## src/rtl/luma_hfilter_pipe.sv

```systemverilog
// HEVC luma horizontal sub-pixel 8-tap filter, LANES samples per cycle over a BLK_W-wide row.
// Optional feature macro: LUMA_HFILT_RAW16_EN (16-bit unrounded sums for the vertical stage).
module luma_hfilter_pipe #(
    parameter int BLK_W = 8,
    parameter int BLK_H = 8,
    parameter int LANES = 4,
    parameter int PIX_W = 8,
`ifdef LUMA_HFILT_RAW16_EN
    localparam int OUT_W = 16
`else
    localparam int OUT_W = PIX_W
`endif
) (
    input  logic                         clk,
    input  logic                         rst,
    input  logic [(BLK_W+7)*PIX_W-1:0]   in_row,
    input  logic [1:0]                   in_frac,
    input  logic                         in_valid,
    output logic                         in_ready,
    output logic [BLK_W*OUT_W-1:0]       out_row,
    output logic                         out_valid,
    input  logic                         out_ready,
    output logic                         out_last,
    output logic                         busy
);
    localparam int NSTEP = BLK_W / LANES;
    localparam int CNT_W = (NSTEP > 1) ? $clog2(NSTEP) : 1;
    localparam int ROW_W = (BLK_H > 1) ? $clog2(BLK_H) : 1;

    if (BLK_W % LANES != 0) begin : g_bad_lanes
        $error("BLK_W must be a multiple of LANES");
    end
    if (PIX_W != 8) begin : g_bad_pix
        $error("only PIX_W=8 is supported");
    end

    typedef enum logic [1:0] {IDLE = 2'd0, FILT = 2'd1, HOLD = 2'd2} state_t;

    state_t                       state_q, state_d;
    logic [CNT_W-1:0]             lane_cnt_q, lane_cnt_d;
    logic [ROW_W-1:0]             row_cnt_q, row_cnt_d;
    logic [(BLK_W+7)*PIX_W-1:0]   row_q, row_d;
    logic [1:0]                   frac_q, frac_d;
    logic [BLK_W*OUT_W-1:0]       out_row_q, out_row_d;

    // Tap k of the phase table, sign-extended; byte k of each word holds t_k.
    function automatic logic signed [17:0] coef(input logic [1:0] frac, input int k);
        logic [63:0] tab;
        logic [7:0]  c;
        case (frac)
            2'd1:    tab = 64'h0001_FB11_3AF6_04FF;
            2'd2:    tab = 64'hFF04_F528_28F5_04FF;
            2'd3:    tab = 64'hFF04_F63A_11FB_0100;
            default: tab = 64'h0000_0000_0000_0000;
        endcase
        c = tab[k*8 +: 8];
        return {{10{c[7]}}, c};
    endfunction

    function automatic logic [OUT_W-1:0] filt_sample(input logic [8*PIX_W-1:0] win,
                                                     input logic [1:0] frac);
        logic signed [17:0] sum;
        logic signed [17:0] rnd;
        logic [OUT_W-1:0]   res;
        sum = 18'sd0;
        for (int k = 0; k < 8; k++) begin
            sum = sum + coef(frac, k) * $signed({{(18-PIX_W){1'b0}}, win[k*PIX_W +: PIX_W]});
        end
        rnd = (sum + 18'sd32) >>> 6;
`ifdef LUMA_HFILT_RAW16_EN
        if (frac == 2'd0) begin
            res = {{(OUT_W-PIX_W-6){1'b0}}, win[3*PIX_W +: PIX_W], 6'b000000};
        end else begin
            res = sum[15:0];
        end
`else
        if (frac == 2'd0) begin
            res = win[3*PIX_W +: PIX_W];
        end else if (rnd < 18'sd0) begin
            res = '0;
        end else if (rnd > 18'sd255) begin
            res = '1;
        end else begin
            res = rnd[OUT_W-1:0];
        end
`endif
        return res;
    endfunction

    // Next-state, lane datapath and row counter.
    always_comb begin
        state_d    = state_q;
        lane_cnt_d = lane_cnt_q;
        row_cnt_d  = row_cnt_q;
        row_d      = row_q;
        frac_d     = frac_q;
        out_row_d  = out_row_q;
        case (state_q)
            IDLE: begin
                if (in_valid) begin
                    row_d      = in_row;
                    frac_d     = in_frac;
                    lane_cnt_d = '0;
                    state_d    = FILT;
                end else begin
                    state_d    = IDLE;
                end
            end
            FILT: begin
                for (int l = 0; l < LANES; l++) begin
                    int idx;
                    idx = int'(lane_cnt_q) * LANES + l;
                    out_row_d[idx*OUT_W +: OUT_W] = filt_sample(row_q[idx*PIX_W +: 8*PIX_W], frac_q);
                end
                if (lane_cnt_q == CNT_W'(NSTEP - 1)) begin
                    lane_cnt_d = '0;
                    state_d    = HOLD;
                end else begin
                    lane_cnt_d = lane_cnt_q + CNT_W'(1);
                end
            end
            HOLD: begin
                if (out_ready) begin
                    // Row counter wraps at the block height so out_last repeats per block.
                    if (row_cnt_q == ROW_W'(BLK_H - 1)) begin
                        row_cnt_d = '0;
                    end else begin
                        row_cnt_d = row_cnt_q + ROW_W'(1);
                    end
                    state_d = IDLE;
                end else begin
                    state_d = HOLD;
                end
            end
            default: state_d = IDLE;
        endcase
    end

    // State and datapath registers.
    always_ff @(posedge clk or negedge rst) begin
        if (!rst) begin
            state_q    <= IDLE;
            lane_cnt_q <= '0;
            row_cnt_q  <= '0;
            row_q      <= '0;
            frac_q     <= 2'd0;
            out_row_q  <= '0;
        end else begin
            state_q    <= state_d;
            lane_cnt_q <= lane_cnt_d;
            row_cnt_q  <= row_cnt_d;
            row_q      <= row_d;
            frac_q     <= frac_d;
            out_row_q  <= out_row_d;
        end
    end

    assign in_ready  = (state_q == IDLE);
    assign out_valid = (state_q == HOLD);
    assign out_last  = (state_q == HOLD) && (row_cnt_q == ROW_W'(BLK_H - 1));
    assign busy      = (state_q == FILT) || (state_q == HOLD);
    assign out_row   = out_row_q;

endmodule
```

## config.mk

```make
export PLATFORM = sky130hd
export DESIGN_NAME = luma_hfilter_pipe
export DESIGN_NICKNAME = d
export VERILOG_FILES = /design/src/rtl/luma_hfilter_pipe.sv
export SDC_FILE = /design/constraint.sdc
export NUM_CORES = 2
export LEC_CHECK = 0
export ABC_CLOCK_PERIOD_IN_PS = 11220
export CAP_MARGIN = 20
export CELL_PAD_IN_SITES_DETAIL_PLACEMENT = 1
export CELL_PAD_IN_SITES_GLOBAL_PLACEMENT = 1
export CORE_UTILIZATION = 52
export CTS_CLUSTER_DIAMETER = 50
export DETAILED_ROUTE_END_ITERATION = 10
export PLACE_DENSITY = 0.88
export SLEW_MARGIN = 20
export SYNTH_ARGS = -nofsm -noshare
export SYNTH_HDL_FRONTEND = slang
export SYNTH_SLANG_ARGS = --single-unit
```

## constraint.sdc

```tcl
create_clock -name clk -period 11.22 [get_ports clk]
set_input_delay 2.244 -clock clk [delete_from_list [all_inputs] [get_ports clk]]
set_output_delay 2.244 -clock clk [all_outputs]
set_load 0.01 [all_outputs]
```

# Yosys cells after proc, flatten, opt, wreduce, memory -nomap -nowiden
# Index checks and enable logic that the tools add are counted.
# Widths: inputs -> output; s select.
# totals
input_bits	126
reg_bits	192
out_inout_bits	68
# classes
shifts	12
magnitude_cmp	8
reduce_logical	8
multipliers	32
eq_ne	8
addsub	41
muxes	30
# ops
cell	n
$mul 8x9->17	32
$add 18x17->18	24
$shiftx 120x8->64	3
$bwmux 64	4
$shift 8x33->64 const A	4
$shiftx 8x33->64	4
$pmux 64 s3	1
$mux 8	16
$shiftx 120x7->64	1
$neg 7->33	3
$add 17x17->18	4
$add 18x7->18 const B	4
$mux 64	1
$gt 12x9->1 const B	4
$lt 12x1->1 const B	4
$neg 6->33	1
$add 3x2->4 const B	2
$eq 2x2->1 const B	3
$pmux 2 s3	1
$reduce_and 2->1	3
$add 3x1->4 const B	1
$eq 2x1->1 const B	2
$logic_not 2->1	2
$mux 2	2
other kinds (10)	13

# Logic depth before layout (Yosys ltp)
# depth
word_depth	22
ltp_mapped	36
depth_no_buf	32

# Least setup slack after synthesis
# Ideal clock, no wire load.
# synth_timing
path_type	reg2reg
startpoint	reg frac_q[0]
endpoint	reg out_row_q[0], in the netlist out_row[0]
stages_incl_launch_ff	33
path_slack_ns	1.738
t_required_ns	11.137
path_buffers	5
setup_time_ns	0.083
arrival_ns	9.399
cell_sequence	dfrtp_1 > clkbuf_1 > inv_1 > ha_1 > clkbuf_1 > clkbuf_1 > clkbuf_1 > buf_1 > nor2_1 > fa_1 > inv_1 > fa_1 > inv_1 > fa_1 > inv_1 > fa_1 > inv_1 > fa_1 > fa_1 > fa_1 > fa_1 > fa_1 > inv_1 > fa_1 > inv_1 > ha_1 > o21ai_0 > o21bai_1 > o211ai_1 > a31oi_1 > mux2i_1 > nor2_1 > o22ai_1
# synth_via
elab_chain_len	22
word_cells_on_any_way	102
classes_between	add/sub: 32; mul: 32; order compare: 8; eq/ne: 3; shift: 4; mux: 22; reduce/logical: 1
# synth_lines
item	line_no	source
start: declaration	43	logic [1:0] frac_q, frac_d;
start signal: assignment	153	frac_q <= frac_d;
$eq 2x2->1 / $eq 2x1->1 (equally long branches)	50	case (frac)
$pmux 64 s3	50	
$mux 64	98	case (state_q)
$mul 8x9->17	67	sum = sum + coef(frac, k) * $signed({{(18-PIX_W){1'b0}}, win[k*PIX_W +: PIX_W]});
$add 17x17->18	67	
$add 18x17->18 (6 in series)	67	
$add 18x7->18	69	rnd = (sum + 18'sd32) >>> 6;
$gt 12x9->1	81	end else if (rnd > 18'sd255) begin
$mux 8	81	
$mux 8	79	end else if (rnd < 18'sd0) begin
$mux 8	77	if (frac == 2'd0) begin
$mux 8	98	
$shiftx 8x33->64	113	out_row_d[idx*OUT_W +: OUT_W] = filt_sample(row_q[idx*PIX_W +: 8*PIX_W], frac_q);
$bwmux 64 (3 in series)	113	
$bwmux 64 *	113	
end signal: assignment	154	out_row_q <= out_row_d;
end: declaration	44	logic [BLK_W*OUT_W-1:0] out_row_q, out_row_d;
# Every way passes the cells marked *; elsewhere a longest branch is shown, timed or not. The select of a mux whose other input is x is not followed.
# A chain may end at the register's enable or synchronous reset.

# Worst setup path in the final report
# layout_timing
startpoint	reg lane_cnt_q
endpoint	reg out_row_q[22], in the netlist out_row[22]
# layout_via
elab_chain_len	20
word_cells_on_any_way	111
classes_between	add/sub: 39; mul: 32; order compare: 8; shift: 12; mux: 20
# layout_lines
item	line_no	source
start: declaration	40	logic [CNT_W-1:0] lane_cnt_q, lane_cnt_d;
start signal: assignment	150	lane_cnt_q <= lane_cnt_d;
$add 3x1->4 / $shiftx 120x7->64 (equally long branches)	112, 113	
$shiftx 120x8->64 / $mul 8x9->17 (equally long branches)	113, 67	
$mul 8x9->17 / $add 17x17->18 (equally long branches)	67	
$add 17x17->18 / $add 18x17->18 (equally long branches)	67	
$add 18x17->18 (5 in series)	67	
$add 18x17->18 / $add 18x7->18 (equally long branches)	67, 69	
$add 18x7->18 / $gt 12x9->1 (equally long branches)	69, 81	
$gt 12x9->1 / $mux 8 (equally long branches)	81	
$mux 8, on equally long branches	81, 79	
$mux 8, on equally long branches	79, 77	
$mux 8, on equally long branches	77, 98	
$mux 8 / $shiftx 8x33->64 (equally long branches)	98, 113	
$shiftx 8x33->64 / $bwmux 64 (equally long branches)	113	
$bwmux 64 (2 in series)	113	
$bwmux 64 *	113	
# Marks and branches as above.

==> impl_metrics.py <==
metrics = {
    "timing": {
        "max_clock_freq_mhz": 91.5,
        "setup_violations": 0,
        "fin_ws_ps": 286,
        "clock_skew_ps": 24.2,
        "tns_ps": 0,
        "drv_slew": 0,
        "slew_headroom": 0.201,
        "rsz0062_at_grt": "false",
        "period_minus_slack_ps": 10930,
        "finalCritPeriodShare": 0.975,
        "hold_violations": 0,
        "worstMarginPinSlew_ps": 1190,
    },
    "critical_path": {
        "critPathCaptureType": "register",
        "arrival_ps": 11310,
        "cp-start-kind": "register",
        "rr_worst_depth": 29,
        "worstReg2RegEnd": "out_row[22]",
        "crit_top_cell": "fa_1",
        "reg2reg_slack_ps": 290,
        "cp_slowest_stage_delay_ps": 1060,
        "crit_slowest_cell": "dfrtp_4",
        "critical_path.max_fanout": 61,
        "crit_type": "reg2reg",
        "r2r_start": "lane_cnt_q",
        "crit_start": "lane_cnt_q",
        "critPathRequiredTime_ps": 11590,
    },
    "grt": {
        "grt_max_degree": 130,
        "grt_pass1_vias": 50200,
        "grt_remaining_overflow": 0,
        "grt_antenna_before_repair": 30,
        "grt_pass1_wl_mm": 380,
        "grt_util_all_layers": 0.500,
    },
    "clock_network": {
        "cts-resized-gates": 0,
        "clk_pin_slew_ps": 90,
        "cts-buffers-inserted": 17,
        "htree_levels": 4,
        "clock-sinks": 192,
        "clockBufferDepth": 2,
        "worstSkewPairLatency_ps": 480,
        "hold_buffers": 0,
        "cts-root-buf": "clkbuf_16",
        "cts_tree": "yes",
        "post-cts-setup-buffers": 0,
    },
    "worst_hold_path": {
        "hold_path_class": "reg2reg",
        "min_to": "row_q[119]",
        "min_from": "row_q[119]",
        "min_path_cells": 1,
    },
    "outcome": {
        "outcome": "finished clean",
    },
    "detailed_routing": {
        "viasPerCell": 5.94,
        "ant_nets": 0,
        "drt_pass1_iterations": 6,
        "drt-initial-drc-count": 4279,
        "vias": 44000,
        "wl_per_cell_um": 37.0,
        "wirelength_mm": 274,
        "drc_errors": 0,
    },
    "synthesis": {
        "synth_area_leaders": "fa_1, ha_1, inv_1, dfrtp_1, mux2_2",
        "synth_nets": 7955,
        "synth_top_area_cell": "fa_1",
        "synthMuxAreaShare": 0.0476,
        "ys_seq_area_frac": 0.0833,
        "netlist_instances": 5670,
        "synth-seq-cells": 192,
        "synth-adder-area-share": 0.637,
        "synth_top_family_by_area": "adder cells",
        "ys_async_sr_fraction": 1.00,
        "ys_dominant_reg_cell": "dfrtp_1",
        "synth-simple-area-share": 0.0590,
        "syn_area_per_cell_um2": 10.2,
        "synth_cell_type_count": 70,
        "syn_area_mm2": 0.0577,
        "synth-edff-count": 0,
        "synth-xor-area-share": 0.0146,
        "synth-compound-area-share": 0.0318,
        "yosys_warnings": 0,
        "synth_top_area_share": 0.449,
    },
    "die": {
        "pin_count": 194,
        "dieHeight_um": 335,
        "rows": 121,
        "dieArea_mm2": 0.112,
        "dieWidth_um": 335,
        "start_util": 0.527,
        "core-area_mm2": 0.109,
    },
    "final_layout": {
        "fin_cells": 7404,
        "n_fill_cell": 12100,
        "final_cell_area_mm2": 0.0628,
        "nNetsFinal": 8182,
        "layout_commonest_cell": "inv_1",
        "syn_to_final_growth_pct": 8.82,
        "drive_gt1_frac": 0.0646,
        "final_cell_mix": "inv_1, fa_1, ha_1",
    },
    "placed_design": {
        "port_buffers": 193,
        "dp_hpwl_mm": 242,
        "placed_cell_area_mm2": 0.0621,
        "gp_congestion": 1.11,
        "placedCellCount": 7353,
        "dpl_worst_slack_ps": 661,
    },
    "run": {
        "cap_violations": 0,
    },
}
-- layout make-up --
type	instances	area (um2)	area share
diodes	18	45.0	0.000718
clock buffers	17	425	0.00678
clock inverters	15	216	0.00345
inverters	1830	6870	0.109
multi-input cells	3540	45600	0.727
flip-flops and latches	192	4810	0.0766
well taps	1476	1850	0.0294
repair buffers	316	2920	0.0466
-- metal layers --
| metal | GRT usage | share of wire |
|---|---|---|
| met1 | 0.572 | 0.34 |
| met2 | 0.753 | 0.44 |
| met3 | 0.159 | 0.11 |
| met4 | 0.446 | 0.11 |
| met5 | 0 | 0.00062 |
-- cells in the mapped netlist (2+ instances only) --
cell type  number
buf_2          14
a21oi_1       109
o21ai_1         7
a21o_1         22
nor2b_1        41
fa_1         1294
o22ai_1        48
nor3b_1         4
nand2b_1       29
ha_1          865
nand3_1        24
and3_1         11
o211ai_1        5
mux2i_1        78
nand2_1       201
or2_2          15
dfrtp_1       192
xnor2_1        60
nand4_1         6
a21boi_0        5
o31a_1          2
nor2_1        294
nand3_2         2
or3_1          12
or4_1           2
xnor2_2         3
inv_1        1828
a22oi_1         3
o21ai_0        33
buf_1          16
a31oi_1         9
nor3_1         14
o21bai_1        8
clkbuf_1       74
buf_6           3
a211oi_1        3
a211o_1         3
xor2_1         29
mux2_2        173
o221ai_1        2
o311ai_2        3
and2_1         84
o311ai_1       13
-- flip-flops by register name, indices dropped and copies added, names as in the netlist --
name and flops:
lane_cnt_q 1, out_row 64, frac_q 2, state_q 2, row_cnt_q 3, row_q 120
-- worst max path at each step --
stage	end	slack [ps]	cells past startpoint
CTS	out_row[22]	580	29
global route	out_row[45]	120	27
floorplan	out_row[0]	1740	32
global placement	out_row[62]	840	28
detailed placement	out_row[25]	660	28
finish	out_row[22]	290	29
-- logic make-up after synthesis --
family | count (synthesis)
and+or+nand+nor | 745
DFF | 192
xor gates and xnor gates | 93
adders and majority gates | 2160
AOI/OAI and AO/OA | 290
buffers and inverters | 1938
muxes | 252
-- metrics by stage --
| step | hold WS [ps] | utilization |
|---|---|---|
| 6_report | 516 | 0.573 |
| 5_1_grt | 530 | 0.573 |
| 4_1_cts | 519 | 0.573 |
| 3_5_place_dp | 498 | 0.567 |
| 3_3_place_gp | 484 | 0.567 |
| 2_1_floorplan | 474 | - |
-- critical path: cells and delay by family (launching register included) --
family | cells | cell delay (ps)
AOI/OAI and AO/OA | 6 | 1840
xor gates and xnor gates | 1 | 260
adders and majority gates | 11 | 5380
buffers and inverters | 6 | 870
DFF | 1 | 1060
muxes | 1 | 120
and+or+nand+nor | 4 | 1200
Power is not shown: default switching activity piles up to over one toggle a cycle in this logic, so the estimate is an artifact.
